### src/rtl/uart_pkg.sv
// Shared UART definitions: transmit FSM states, frame constants and bit-timing helper.
package uart_pkg;

  typedef enum logic [1:0] {IDLE, START, DATA, STOP} uart_tx_state_t;

  localparam int UART_DATA_BITS = 8;

  function automatic int clocks_per_bit(input longint freq, input longint baud);
    return int'(freq / baud);
  endfunction

endpackage

### src/rtl/uart_bit_timer.sv
// Bit-period counter: counts 0..CLOCKS_PER_BIT-1 while enabled, pulses bit_end_o on the last count.
module uart_bit_timer #(
  parameter int CLOCKS_PER_BIT = 10
) (
  input  logic clk,
  input  logic rst,
  input  logic en_i,
  input  logic restart_i,
  output logic bit_end_o
);

  localparam int CW = $clog2(CLOCKS_PER_BIT);
  localparam logic [CW-1:0] LAST = CW'(CLOCKS_PER_BIT - 1);

  logic [CW-1:0] cnt_q, cnt_d;

  always_comb begin
    cnt_d = cnt_q + CW'(1);
    if (restart_i || !en_i || (cnt_q == LAST)) cnt_d = '0;
  end

  always_ff @(posedge clk) begin
    if (rst) cnt_q <= '0;
    else     cnt_q <= cnt_d;
  end

  assign bit_end_o = en_i && !restart_i && (cnt_q == LAST);

endmodule

### src/rtl/uart_transmit.sv
// 8N1/8N2 UART transmitter: valid/ready byte input, registered idle-high serial output.
module uart_transmit
  import uart_pkg::*;
#(
  parameter int INPUT_CLOCK_FREQ = 100_000_000,
  parameter int BAUD_RATE        = 9600,
  parameter int STOP_BITS        = 1
) (
  input  logic       clk,
  input  logic       rst,
  input  logic [7:0] din,
  input  logic       din_valid,
  output logic       din_ready,
  output logic       busy,
  output logic       dout
);

  localparam int CLOCKS_PER_BIT = clocks_per_bit(INPUT_CLOCK_FREQ, BAUD_RATE);
  localparam logic LAST_STOP = (STOP_BITS == 2);
  localparam logic [2:0] LAST_BIT = 3'(UART_DATA_BITS - 1);

  if (CLOCKS_PER_BIT < 2) begin : g_bad_cpb
    $error("uart_transmit: CLOCKS_PER_BIT must be at least 2");
  end
  if (STOP_BITS != 1 && STOP_BITS != 2) begin : g_bad_stop
    $error("uart_transmit: STOP_BITS must be 1 or 2");
  end

  uart_tx_state_t state_q;
  logic [7:0]     shift_q;
  logic [2:0]     idx_q;
  logic           stop_idx_q;
  logic           dout_q, busy_q;
  logic           xfer, bit_end;

  assign din_ready = (state_q == IDLE) && !rst;
  assign xfer      = din_valid && din_ready;
  assign busy      = busy_q;
  assign dout      = dout_q;

  uart_bit_timer #(.CLOCKS_PER_BIT(CLOCKS_PER_BIT)) u_timer (
    .clk       (clk),
    .rst       (rst),
    .en_i      (state_q != IDLE),
    .restart_i (xfer),
    .bit_end_o (bit_end)
  );

  // Line level is decided one cycle ahead so dout comes straight from a flop.
  always_ff @(posedge clk) begin
    if (rst) begin
      state_q    <= IDLE;
      shift_q    <= '0;
      idx_q      <= '0;
      stop_idx_q <= 1'b0;
      dout_q     <= 1'b1;
      busy_q     <= 1'b0;
    end else begin
      case (state_q)
        IDLE: if (xfer) begin
          shift_q    <= din;
          idx_q      <= '0;
          stop_idx_q <= 1'b0;
          dout_q     <= 1'b0;
          busy_q     <= 1'b1;
          state_q    <= START;
        end
        START: if (bit_end) begin
          dout_q  <= shift_q[0];
          idx_q   <= '0;
          state_q <= DATA;
        end
        DATA: if (bit_end) begin
          if (idx_q == LAST_BIT) begin
            dout_q     <= 1'b1;
            stop_idx_q <= 1'b0;
            state_q    <= STOP;
          end else begin
            idx_q   <= idx_q + 3'd1;
            shift_q <= shift_q >> 1;
            dout_q  <= shift_q[1];
          end
        end
        STOP: if (bit_end) begin
          if (stop_idx_q == LAST_STOP) begin
            busy_q  <= 1'b0;
            state_q <= IDLE;
          end else begin
            stop_idx_q <= 1'b1;
          end
        end
        default: state_q <= IDLE;
      endcase
    end
  end

endmodule

### config.mk
export PLATFORM = sky130hd
export DESIGN_NAME = uart_transmit
export DESIGN_NICKNAME = d
export VERILOG_FILES = /design/src/rtl/uart_pkg.sv /design/src/rtl/uart_bit_timer.sv /design/src/rtl/uart_transmit.sv
export SDC_FILE = /design/constraint.sdc
export NUM_CORES = 1
export LEC_CHECK = 0
export CAP_MARGIN = 20
export CORE_MARGIN = 1.5
export CORE_UTILIZATION = 40
export CTS_BUF_LIST = sky130_fd_sc_hd__clkbuf_16
export CTS_CLUSTER_DIAMETER = 80
export CTS_CLUSTER_SIZE = 10
export DETAILED_ROUTE_END_ITERATION = 8
export HOLD_SLACK_MARGIN = 0.03
export PLACE_DENSITY_LB_ADDON = 0.12
export SLEW_MARGIN = 10
export SYNTH_ARGS = -nofsm -noshare
export SYNTH_HDL_FRONTEND = slang
export SYNTH_SLANG_ARGS = --single-unit
### constraint.sdc
create_clock -name clk -period 2.3 [get_ports clk]
set_clock_uncertainty 0.05 [all_clocks]
set_input_delay 0.23 -clock clk [delete_from_list [all_inputs] [get_ports clk]]
set_output_delay 0.23 -clock clk [all_outputs]
set_load 0.005 [all_outputs]
==> summary.txt, run 1 <==
Outcome
  • Status: finished, final reports clean

Routing
  • DRT Wirelength: 3.38 mm
  • Met3 wire length: 118 µm
  • Via density: 5.67
  • Met2 WL: 1.74 mm
  • Routed WL per cell: 14.2 µm
  • Wl on met1: 1.50 mm
  • Top sig layer: met4
  • # DRC: 0
  • Initial drt markers: 67
  • Via count: 1354
  • Initial DRT Pass Iterations: 4
  • Antenna viol nets, final: 0

Power and ir drop
  • Worst VDD drop: 0.489 mV
  • Power per Cell Area: 998 nW/µm²
  • Cell leakage power: 0.696 nW

Place
  • Place WS: 0.0945 ns
  • Port bufs: 13
  • Area post-placement: 1720 µm²
  • Routability Congestion: 0.743
  • Dpl hpwl: 2.39 mm

Timing
  • Hold slack: 0.414 ns
  • Fin Setup TNS: 0 ns
  • Setup-failing EPs final: 0
  • Fin. max-slew vios: 0
  • Crit share post-route: 93.9%
  • Hold Fails Final Rpt: 0
  • FMAX: 463 MHz
  • RSZ-0062 raised after global routing: no
  • Min Tclk post-route: 2.16 ns
  • Worst-Margin Slew: 0.498 ns
  • Worst setup margin: 0.140 ns
  • Slew HR: 66.7%

Synth
  • Count of different cell masters after synthesis: 39
  • Net count after synthesis: 191
  • Cell count after synthesis: 171
  • Dominant synthesized flop cell: dfxtp_1
  • Post-synth ARST share: 0%
  • Post-synth EDFFs: 0
  • Synthesized cell area: 1520 µm²
  • Sequential share of the synthesized area: 38.1%
  • Post-Syn Area per Cell: 8.91 µm²
  • Biggest area consumer among synthesized cells: dfxtp_1
  • Yosys reg bits: 29
  • Ys Warns: 0
  • Synth area leaders: dfxtp_1 (38%), ha_1 (7.4%), xor2_1 (5.2%)
  • Share of the synthesized area in the top cell type: 38.1%

Worst setup path
  • WP buf/inv: 1
  • Crit path kind: reg -> reg
  • Critical path peak fanout: 8
  • Crit path largest cell delay: 0.56 ns
  • Most frequent CP cell: or4_4
  • Worst path top cell family by delay: simple AND/OR/NAND/NOR gates
  • Crit path launch type: register
  • Slowest CP cell: or4_4
  • Crit path arrival time: 2.32 ns
  • CP Cell Sequence: inv_1, ha_1, or4_4, or4_4, a211oi_2, a221o_1
  • Setup crit end kind: register
  • Required @ worst endpoint: 2.46 ns

Cells and area
  • Final #Nets: 211
  • Sequential cell area: 582 µm²
  • Fill count: 350
  • Area Growth Syn to Fin: 23.2%
  • Multi-input gate area: 886 µm²
  • Post-route cell area: 1880 µm²
  • Layout cells sized above 1: 11.0%
  • Util after Layout: 51.3%
  • Ant. Diodes: 0

Clocking
  • Post-cts hold buffer count: 0
  • Longest Clk Path Bufs: 2
  • Clock sinks: 29
  • CTS H-Tree Depth: 2
  • Later-pin clock latency in the skew report: 0.27 ns
  • CTS root buffer: clkbuf_16
  • CTS tree: done
  • Worst-path clk slew: 0.05 ns
  • Clock buffer count from CTS: 5

Global route
  • GRT Util Overall: 17.5%
  • Vias in the first global route: 1255
  • GRT Residual Overflow: 0
  • Initial antenna violation count: 0
  • First-pass GRT wire length: 5.60 mm
  • Pin count of the biggest net entering global routing: 20

Die
  • Core ar.: 3660 µm²
  • Initial Utilization: 41.6%
  • Row count: 22
  • Die width: 64.7 µm
  • Die Y: 64.7 µm
  • Die area: 4190 µm²
  • I/O pin count: 14

Job
  • MaxCap Viol Count: 0

Min path
  • Hold Path Class: reg -> reg
repair_timing:
item | in CTS | in global routing
setup endpoints to repair | 0 | 1
buffers inserted | 0 | 3
resized for setup | 0 | 1
Yosys cell counts, types with 2 or more instances:
cell type   n
nand3_1    14
or4_4       2
nor4_1      2
o21ai_0     7
or3_1       2
and4_1      3
and2_1      2
a31oi_1     2
inv_1       5
nand2b_1    6
nand3b_1    2
a222oi_1    7
ha_1        9
a21oi_1    13
nand4_1     6
dfxtp_1    29
nor2_1     17
mux2i_1     2
nand2_1     7
clkbuf_1    6
xor2_1      9
a211o_1     2
path summary, 6_finish.rpt:
check,from,end,slack (ns),cells past startpoint
max,state_q[1]$_SDFFE_PP0P_,dout$_SDFFE_PP1P_,0.14,6
min,u_timer.cnt_q[0]$_SDFF_PP0_,u_timer.cnt_q[0]$_SDFF_PP0_,0.41,1
max reg2reg,state_q[1]$_SDFFE_PP0P_,dout$_SDFFE_PP1P_,0.14,6
min reg2reg,u_timer.cnt_q[0]$_SDFF_PP0_,u_timer.cnt_q[0]$_SDFF_PP0_,0.41,1
per-stage QoR:
step | cells | total power, mW
finish | 239 | 1.87
detailed placement | 229 | 1.30
floorplan | 171 | 1.09
global route | 239 | 2.00
global placement | 229 | 1.27
CTS | 236 | 1.89
worst reg2reg max path, stage by stage, from the launching register on:
cell and delay [ns]:
dfxtp_2 0.36, inv_1 0.08, ha_1 0.19, or4_4 0.45, or4_4 0.56, a211oi_2 0.24, a221o_1 0.17
state kept, by name, indices dropped and copies added (netlist names):
signal,flops
busy,1
dout,1
u_timer.cnt_q,14
shift_q,8
idx_q,3
state_q,2
where the power goes:
group | switching [mW] | total, mW | internal, mW | leakage (nW)
combinational | 0.364 | 0.657 | 0.293 | 0.391
clock | 0.195 | 0.579 | 0.384 | 0.0685
sequential | 0.0554 | 0.637 | 0.582 | 0.236
cells in the final DEF, fill, tap and decap left out, types with 3 or more instances in the layout:
cell             instances
ha_1                     9
a21oi_1                 13
dfxtp_1                 28
nand3_1                 14
nor2_1                  17
nand4_1                  6
and4_1                   3
o21ai_0                  7
nand2_1                  7
a222oi_1                 7
clkbuf_16                5
nand2b_1                 6
xor2_1                   9
buf_4                    9
inv_1                    6
clkdlybuf4s50_1         13
kinds of logic after synthesis:
kind of cell               count (synthesis)  synth area share, %
xor gates and xnor gates                  10                 5.75
muxes                                      2                 1.31
DFF                                       29                 38.1
AOI/OAI and AO/OA                         39                 17.9
adders and majority gates                  9                 7.39
and+or+nand+nor                           68                 25.8
buffers and inverters                     14                 3.78
metal layers:
layer  vias to the layer above  track usage, %
met5                         -               0
met4                         0            7.45
met3                         2            5.90
met2                        20            29.6
met1                       653            20.0
li1                        679               -
area by class of cell:
type | instances | area share, %
clock inverter | 2 | 0.400
tap | 48 | 3.20
clock buffer | 5 | 6.67
multi-input combinational | 128 | 47.2
sequential | 29 | 31.0
inverter | 5 | 1.00
timing repair buffer | 22 | 10.5
No activity file was read; power rests on OpenSTA's default activity.
==> run 2: changes to the inputs <==
--- a/config.mk
+++ b/config.mk
@@ -7,7 +7,7 @@
 export LEC_CHECK = 0
 export CAP_MARGIN = 20
 export CORE_MARGIN = 1.5
-export CORE_UTILIZATION = 40
+export CORE_UTILIZATION = 50
 export CTS_BUF_LIST = sky130_fd_sc_hd__clkbuf_16
 export CTS_CLUSTER_DIAMETER = 80
 export CTS_CLUSTER_SIZE = 10
==> run 2 against run 1 <==
Against the previous run: via count down 2.3%; cell count down 7.5%; total power down 0.65%; routed wire length down 2.6%; hold slack worse by 0.0066 ns; register-to-register slack worse by 0.05 ns; critical path depth up 1; sequential share of layout area up 0.57 points; first-iteration DRC count up 51%; count of clock-buffer cells in the layout unchanged; die area down 19%; largest cell class unchanged.
==> summary.txt, run 2 (synthesis results as in run 1) <==
Worst setup path
  • Critical path peak fanout: 7 (was 8)
  • Slowest CP cell: or4_4 (unchanged)
  • Worst reg2reg path depth: 7 (was 6)
  • R2r endpoint: busy$_SDFFE_PP0P_ (was dout$_SDFFE_PP1P_)
  • Reg2reg setup slack: 0.09 ns (was 0.14 ns)
  • Worst path top cell family by delay: simple AND/OR/NAND/NOR gates (unchanged)
  • Crit path largest cell delay: 0.55 ns (was 0.56 ns)
  • Required @ worst endpoint: 2.40 ns (was 2.46 ns)
  • Launch point of the worst reg-to-reg path: state_q[0]$_SDFFE_PP0P_ (was state_q[1]$_SDFFE_PP0P_)
  • Setup crit end kind: register (unchanged)
  • Most frequent CP cell: or4_4 (unchanged)
  • Crit path launch type: register (unchanged)
  • CP Cell Sequence: inv_1, ha_1, or4_4, or4_4, buf_2, o21ai_2, a21oi_1 (was inv_1, ha_1, or4_4, or4_4, a211oi_2, a221o_1)
  • Crit path kind: reg -> reg (unchanged)
  • Crit path arrival time: 2.31 ns (was 2.32 ns)
  • WP buf/inv: 2 (was 1)

Cells and area
  • Final #Nets: 210 (was 211)
  • Area Growth Syn to Fin: 21.2% (was 23.2%)
  • Post-route cell area: 1850 µm² (was 1880 µm²)
  • Max reg flops: 14 (unchanged)
  • Ant. Diodes: 0 (unchanged)
  • Largest Register: u_timer.cnt_q (unchanged)
  • Multi-input gate area: 886 µm² (unchanged)
  • Leading cell type in the layout, fill and taps excluded: dfxtp_1 (unchanged)
  • Most frequent cells in the layout: dfxtp_1 (27), nor2_1 (17), nand3_1 (14), a21oi_1 (13), clkdlybuf4s50_1 (13) (was dfxtp_1 (28), nor2_1 (17), nand3_1 (14), a21oi_1 (13), clkdlybuf4s50_1 (13))
  • Layout cells sized above 1: 11.1% (was 11.0%)
  • Sequential cell area: 583 µm² (was 582 µm²)
  • Util after Layout: 65.3% (was 51.3%)
  • Fill count: 253 (was 350)
  • Non-Filler Instances: 221 (was 239)
  • Top flop regs: u_timer.cnt_q (14), shift_q (8), idx_q (3) (unchanged)

Timing
  • FMAX: 453 MHz (was 463 MHz)
  • Worst setup margin: 0.0915 ns (was 0.140 ns)
  • Worst-Margin Slew: 0.481 ns (was 0.498 ns)
  • Setup-failing EPs final: 0 (unchanged)
  • Slew HR: 67.8% (was 66.7%)
  • Min Tclk post-route: 2.21 ns (was 2.16 ns)
  • Crit share post-route: 96.0% (was 93.9%)
  • Hold Fails Final Rpt: 0 (unchanged)
  • Hold slack: 0.408 ns (was 0.414 ns)
  • RSZ-0062 raised after global routing: no (unchanged)
  • Fin Setup TNS: 0 ns (unchanged)
  • Fin. max-slew vios: 0 (unchanged)

Min path
  • Hold depth: 1 (unchanged)
  • Hold path endpoint: u_timer.cnt_q[0]$_SDFF_PP0_ (unchanged)
  • Worst hold start: u_timer.cnt_q[0]$_SDFF_PP0_ (unchanged)
  • Hold Path Class: reg -> reg (unchanged)

Global route
  • Pin count of the biggest net entering global routing: 20 (unchanged)
  • Initial antenna violation count: 0 (unchanged)
  • Vias in the first global route: 1236 (was 1255)
  • First-pass GRT wire length: 5.35 mm (was 5.60 mm)
  • GRT Util Overall: 21.2% (was 17.5%)
  • GRT Residual Overflow: 0 (unchanged)

Place
  • Place WS: 0.0856 ns (was 0.0945 ns)
  • Dpl hpwl: 2.24 mm (was 2.39 mm)
  • Port bufs: 13 (unchanged)
  • Routability Congestion: 0.854 (was 0.743)
  • Post-Place Cells: 211 (was 229)
  • Area post-placement: 1690 µm² (was 1720 µm²)

Power and ir drop
  • Final Power: 1.86 mW (was 1.87 mW)
  • Cell leakage power: 0.690 nW (was 0.696 nW)
  • Power per Cell Area: 1010 nW/µm² (was 998 nW/µm²)
  • Worst VDD drop: 0.511 mV (was 0.489 mV)

Routing
  • # DRC: 0 (unchanged)
  • Initial DRT Pass Iterations: 6 (was 4)
  • Via density: 5.99 (was 5.67)
  • DRT Wirelength: 3.29 mm (was 3.38 mm)
  • Antenna viol nets, final: 0 (unchanged)
  • Via count: 1323 (was 1354)
  • Initial drt markers: 101 (was 67)
  • Routed WL per cell: 14.9 µm (was 14.2 µm)

Die
  • Initial Utilization: 53.9% (was 41.6%)
  • Core ar.: 2830 µm² (was 3660 µm²)
  • Row count: 19 (was 22)
  • Die Y: 58.2 µm (was 64.7 µm)
  • Die area: 3390 µm² (was 4190 µm²)
  • Die width: 58.2 µm (was 64.7 µm)
  • I/O pin count: 14 (unchanged)

Clocking
  • Clock buffer count from CTS: 5 (unchanged)
  • CTS root buffer: clkbuf_16 (unchanged)
  • Longest Clk Path Bufs: 2 (unchanged)
  • Clock sinks: 29 (unchanged)
  • Later-pin clock latency in the skew report: 0.27 ns (about the same)
  • CTS H-Tree Depth: 2 (unchanged)
  • Post-cts hold buffer count: 0 (unchanged)
  • Worst-path clk slew: 0.04 ns (was 0.05 ns)
  • CTS tree: done (unchanged)

Outcome
  • Status: finished, final reports clean (unchanged)

Job
  • MaxCap Viol Count: 0 (unchanged)
==> run 2: changes by cell type in the layout (fill, tap and decap cells not counted) <==
cell,delta
buf_4,-2
buf_2,+1
dfxtp_1,-1
dfxtp_2,+1
==> run 2: cell type report <==
cell class / count / share of cell area [%]
Multi-Input combinational cell: 128 / 48.0
Tap cell: 31 / 2.10
Sequential cell: 29 / 31.6
Clock buffer: 5 / 6.78
Timing Repair Buffer: 21 / 10.2
Clock inverter: 2 / 0.407
Inverter: 5 / 1.02
==> run 2: layer usage <==
metal | track usage, % | part of all wire [%]
met1 | 24.9 | 44
met2 | 35.4 | 50
met3 | 6.25 | 5.0
met4 | 9.97 | 1.4
met5 | 0 | 0
==> run 2: how the worst max path moves through the flow <==
| stage | startpoint | cells past startpoint | to |
|---|---|---|---|
| 6_report | state_q[0]$_SDFFE_PP0P_ | 7 | busy$_SDFFE_PP0P_ |
| 5_1_grt | state_q[0]$_SDFFE_PP0P_ | 7 | busy$_SDFFE_PP0P_ |
| 4_1_cts | state_q[0]$_SDFFE_PP0P_ | 6 | dout$_SDFFE_PP1P_ |
| 3_5_place_dp | state_q[0]$_SDFFE_PP0P_ | 6 | dout$_SDFFE_PP1P_ |
| 3_3_place_gp | state_q[0]$_SDFFE_PP0P_ | 6 | dout$_SDFFE_PP1P_ |
| 2_1_floorplan | state_q[0]$_SDFFE_PP0P_ | 8 | busy$_SDFFE_PP0P_ |
==> run 2: power by group <==
group | leakage (nW) | internal, mW | switching (mW) | total, mW
logic | 0.384 | 0.281 | 0.351 | 0.632
registers | 0.237 | 0.584 | 0.0657 | 0.650
clock network | 0.0685 | 0.383 | 0.196 | 0.579
==> run 2: what timing repair did <==
action | CTS | global route
setup endpoints to repair | 0 | 1
gates resized for setup | 0 | 2
setup buffers | 0 | 3
==> run 3: changes to the inputs <==
--- a/config.mk
+++ b/config.mk
@@ -10,7 +10,7 @@
 export CORE_UTILIZATION = 50
 export CTS_BUF_LIST = sky130_fd_sc_hd__clkbuf_16
 export CTS_CLUSTER_DIAMETER = 80
-export CTS_CLUSTER_SIZE = 10
+export CTS_CLUSTER_SIZE = 28
 export DETAILED_ROUTE_END_ITERATION = 8
 export HOLD_SLACK_MARGIN = 0.03
 export PLACE_DENSITY_LB_ADDON = 0.12
==> results of run 3 <==
Same layout as run 2: the final DEF is identical, and so are final timing and power.
